### config.mk
export PLATFORM = sky130hd
export DESIGN_NAME = drop_controller
export DESIGN_NICKNAME = d
export VERILOG_FILES = /design/src/rtl/drop_controller.sv
export SDC_FILE = /design/constraint.sdc
export NUM_CORES = 1
export LEC_CHECK = 0
export ABC_AREA = 1
export CORE_AREA = 4 4 326 328
export CTS_CLUSTER_DIAMETER = 100
export CTS_CLUSTER_SIZE = 8
export DETAILED_ROUTE_END_ITERATION = 8
export DIE_AREA = 0 0 330 332
export PLACE_DENSITY = 0.44
export SLEW_MARGIN = 15
export SYNTH_ARGS = -nofsm -noshare
export SYNTH_HDL_FRONTEND = slang
export SYNTH_SLANG_ARGS = --single-unit
### constraint.sdc
create_clock -name clk -period 2.1 [get_ports clk]
set_clock_uncertainty 0.15 [all_clocks]
set_input_delay 0.315 -clock clk [delete_from_list [all_inputs] [get_ports clk]]
set_output_delay 0.315 -clock clk [all_outputs]
set_load 0.05 [all_outputs]
### src/rtl/drop_controller.sv
// drop_controller: falling-block game sequencer; define DROP_CONTROLLER_HARD_DROP_EN to add the hardDrop port
module drop_controller #(
  parameter int DROP_TICKS = 25000000,
  parameter int SPAWN_X    = 8
) (
  input  logic         clk,
  input  logic         rst_n,
  input  logic         start,
  input  logic         bottomTouch,
  input  logic [0:399] lockField,
  input  logic         lineClear,
  input  logic         spawnCollide,
`ifdef DROP_CONTROLLER_HARD_DROP_EN
  input  logic         hardDrop,
`endif
  output logic [0:399] field,
  output logic [4:0]   blockX,
  output logic [4:0]   blockY,
  output logic         newBlockReq,
  output logic [15:0]  lineCount,
  output logic         gameOver
);
  localparam int TW = (DROP_TICKS > 2) ? $clog2(DROP_TICKS) : 1;
  localparam logic [TW-1:0] TC = TW'(DROP_TICKS - 1);
  typedef enum logic [2:0] {IDLE, SPAWN, FALL, LOCK, OVER} state_t;
  state_t state, state_n;
  logic [0:399] field_n;
  logic [4:0] bx_n, by_n;
  logic [15:0] lc_n;
  logic [TW-1:0] timer, timer_n;
  logic drop, drop_n, hd_req, step;
`ifdef DROP_CONTROLLER_HARD_DROP_EN
  assign hd_req = hardDrop;
`else
  assign hd_req = 1'b0;
`endif
  // a gravity step happens at terminal count, or every cycle once a hard drop is under way
  assign step = (timer == TC) || hd_req || drop;
  // state and all registered outputs, cleared asynchronously
  always_ff @(posedge clk or negedge rst_n) begin
    if (!rst_n) begin
      state       <= IDLE;
      field       <= '0;
      blockX      <= '0;
      blockY      <= '0;
      lineCount   <= '0;
      gameOver    <= 1'b0;
      newBlockReq <= 1'b0;
      timer       <= '0;
      drop        <= 1'b0;
    end else begin
      state       <= state_n;
      field       <= field_n;
      blockX      <= bx_n;
      blockY      <= by_n;
      lineCount   <= lc_n;
      gameOver    <= (state_n == OVER);
      newBlockReq <= (state_n == SPAWN);
      timer       <= timer_n;
      drop        <= drop_n;
    end
  end
  // next state and next register values; entering SPAWN reloads the block and the drop timer
  always_comb begin
    state_n = state;
    field_n = field;
    bx_n    = blockX;
    by_n    = blockY;
    lc_n    = lineCount;
    timer_n = timer;
    drop_n  = drop;
    case (state)
      IDLE, OVER: if (start) begin
        state_n = SPAWN;
        field_n = '0;
        lc_n    = '0;
      end
      SPAWN: state_n = spawnCollide ? OVER : FALL;
      FALL: begin
        drop_n  = drop | hd_req;
        timer_n = (drop | hd_req) ? TC : (timer == TC) ? '0 : timer + 1'b1;
        if (step) begin
          if (bottomTouch) state_n = LOCK;
          else if (blockY < 5'd19) by_n = blockY + 5'd1;
        end
      end
      LOCK: begin
        state_n = SPAWN;
        field_n = lockField;
        lc_n    = (lineClear && lineCount != 16'hFFFF) ? lineCount + 16'd1 : lineCount;
      end
      default: state_n = IDLE;
    endcase
    if (state_n == SPAWN) begin
      bx_n    = 5'(SPAWN_X);
      by_n    = '0;
      timer_n = '0;
      drop_n  = 1'b0;
    end
  end
endmodule

==> reports/qor.csv <==
stage;metric;value;unit
clock_network;maximum clock insertion buffer count;3;
worst_setup_path;delay-heaviest family, CP;buffers and inverters;
final_layout;Nets;2613;
detailed_routing;DRT antenna net count;0;
yosys;Synth area leaders;dfrtp_1 65%, a22o_1 20%, nand2_1 2.6%;
global_route;GR Layer Usage met2;22.56;%
worst_setup_path;worst-path fanout max;2;
sta;f_max;0.4963;GHz
final_layout;Layout area overhead;65.99;%
final_layout;Util after Layout;27.86;%
detailed_routing;DRT iter0 DRCs;680;
power_and_ir_drop;Peak supply drop;0.7741;mV
placed_design;Post-DP Area;27150;um2
floorplan;Die Span X;330;um
floorplan;die area;109600;um2
yosys;synthesized area per cell;13.07;um2
clock_network;CTS tree;done;
worst_setup_path;Worst setup EP type;primary output;
worst_setup_path;worst-path cell chain;dlygate4sd2_1;
detailed_routing;DR WL/cell;22.04;um
sta;setup tns final;0;ns
global_route;largest net degree at the start of global routing;85;
final_layout;FILL cells;10740;
yosys;Yosys cell types;39;
global_route;global-route wire length before repair;113300;um
clock_network;clock sinks;452;
sta;Max Slew Vio Count;0;
placed_design;routability congestion estimate;0.8378;
sta;unrepaired setup endpoints after global routing;false;
global_route;GR peak layer;met2;
worst_setup_path;CP arrival;1.55;ns
placed_design;port bufs;829;
final_layout;layout cells sized above 1;16.49;%
clock_network;H-tree levels;3;
clock_network;Clock Latency Late Sink;0.60;ns
outcome;status;finished clean;
detailed_routing;Total Wirelength;79510;um
yosys;Mapped Cells;1325;
worst_setup_path;Worst Setup Path Type;reg -> out;
yosys;most frequent cell after synthesis;dfrtp_1;
clock_network;Clock transition at path regs;0.05;ns
sta;Final Cycle Share;95.96;%
final_layout;Finished Cell Area;28750;um2
sta;setup slack after layout;0.08491;ns
worst_setup_path;critical path required time;1.63;ns
detailed_routing;vias;14570;
floorplan;Initial Util;16.79;%
clock_network;setup bufs post-CTS;0;
min_path;Min-Delay Path Class;in -> async;
global_route;M1 GR Usage;16.41;%
floorplan;# rows;118;
yosys;asr flop ratio synth;100.0;%
flow_run;max-cap violations;0;
floorplan;Core Region;103200;um2
floorplan;IO Pins;834;
global_route;antenna violations before repair;26;
yosys;most common flop cell mapped by yosys;dfrtp_1;
placed_design;Placed Cells;3512;
power_and_ir_drop;PD cells;1765;nW/um2
worst_setup_path;Buf+Inv Stages, Crit Path;1;
sta;Final Critical Period;2.015;ns
sta;Worst-Margin Slew;0.5775;ns
worst_setup_path;CP Launch Type;register;
yosys;area leader, netlist;dfrtp_1;
yosys;Syn Std Cell Area;17320;um2
yosys;Synth Register Bits;452;
detailed_routing;total iterations of the first detailed-routing run;4;
worst_setup_path;slowest stage cell, crit path;dlygate4sd2_1;
power_and_ir_drop;Lkg Pwr;14.18;nW
clock_network;cell at the root of the clock tree;clkbuf_16;
clock_network;CTS Buf Count;69;
global_route;GRT met3 Usage;6.488;%
placed_design;pre-CTS setup slack;0.06119;ns
yosys;Ys Warns;0;
sta;final hold violations;0;
sta;Max-slew headroom;61.65;%
yosys;Post-synth EDFFs;0;
final_layout;Layout Cells excl Fill;3607;
worst_setup_path;CP max stage delay;0.56;ns
sta;setup violators final;0;
global_route;grt ovf;0;
yosys;synth cell count leaders;452 x dfrtp_1, 402 x a22o_1, 122 x nand2_1;
floorplan;die height;332;um
yosys;Seq/Total Area, Yosys;65.29;%
yosys;share of the synthesized area in the top cell type;65.29;%
detailed_routing;DR DRC count;0;
detailed_routing;vias per cell;4.039;
global_route;vias in the first global route;15870;
placed_design;DP HPWL;61840;um
global_route;Total GRT Usage;13.93;%
routing by layer:
layer	vias up	routed length, um
met1	7197	31590
met4	4	1993
met5	-	21
met3	117	8533
li1	6619	-
met2	630	37360
metrics by stage:
stage,power (mW),hold WS (ns)
6_report,50.74,0.06926
3_5_place_dp,42.54,0.07810
4_1_cts,51.52,0.02947
3_3_place_gp,42.49,0.07469
5_1_grt,53.12,0.03719
2_1_floorplan,31.42,-0.1306
cell usage in the layout, fill, tap and decap left out, drive strengths merged:
master,Yosys,layout
dfrtp,452,452
clkdlybuf4s50,0,404
a22o,402,402
buf,92,266
dlygate4sd2,0,235
nand2,125,125
nor2,75,75
clkbuf,11,75
nand3,51,51
inv,39,40
nand4,15,15
xor2,15,15
diode,0,13
o21ai,11,11
xnor2,7,7
a21oi,7,7
nor3,7,7
clkinv,0,5
conb,1,4
ha,3,3
a31oi,2,2
o21bai,2,2
or2,2,2
clkdlybuf4s15,0,2
o31ai,1,1
a211oi,1,1
and3,1,1
nor3b,1,1
mux2i,1,1
nand3b,1,1
dlygate4sd3,0,1
final cells by class:
cell class              instances  area [um2]  area share, %
clock inverters                 6       45.04         0.1567
diodes                         13       32.53         0.1131
multi-input cells             734        5150          17.91
clock buffers                  75        1812          6.301
well taps                    1380        1727          6.005
flip-flops and latches        452       11310          39.35
repair buffers                908        8513          29.61
inverters                      39       161.4         0.5613
final timing paths:
kind	start	endpoint	slack [ns]	cells past startpoint
worst max-delay path	field[206]	field[206]	0.08	1
worst min-delay path	rst_n	field[356]	0.07	2
worst max register to register	timer[1]	timer[24]	0.17	8
worst min register to register	blockX[3]	blockX[3]	0.32	1
max in group asynchronous	rst_n	field[228]	0.90	4
min in group clk	lockField[128]	field[128]	0.18	2
timing repair:
| action | in CTS | in global routing |
|---|---|---|
| resized for setup | 240 | 0 |
| endpoints found under the hold margin | 263 | 0 |
| hold buffers | 1 | 0 |
| setup endpoints to repair | 237 | 0 |
where the power goes:
group / internal [mW] / switching (mW) / total (mW) / leakage [nW]
sequential: 12.2 / 2.48 / 14.6 / 6.15
combinational: 7.77 / 18.4 / 26.1 / 7.11
clock: 6.02 / 3.96 / 9.99 / 0.916
total: 25.9 / 24.8 / 50.7 / 14.2
registers in the layout, indices dropped and copies added, names as in the netlist:
signal	cells
blockX	1
blockY	5
field	400
gameOver	1
lineCount	16
newBlockReq	1
state	3
timer	25
logic make-up (layout without fill, tap and decap cells):
kind of cell / count (synthesis) / in the layout / share of synthesized area, %
flip-flops: 452 / 452 / 65.29
AO/OA/AOI/OAI: 426 / 426 / 21.18
AND/OR/NAND/NOR: 278 / 278 / 7.071
buffers and inverters: 142 / 1028 / 5.042
XOR/XNOR: 22 / 22 / 1.112
adder cells (fa/ha/maj): 3 / 3 / 0.2167
other: 1 / 17 / 0.02165
multiplexers: 1 / 1 / 0.05778
Power figures use the tool's default switching activity.
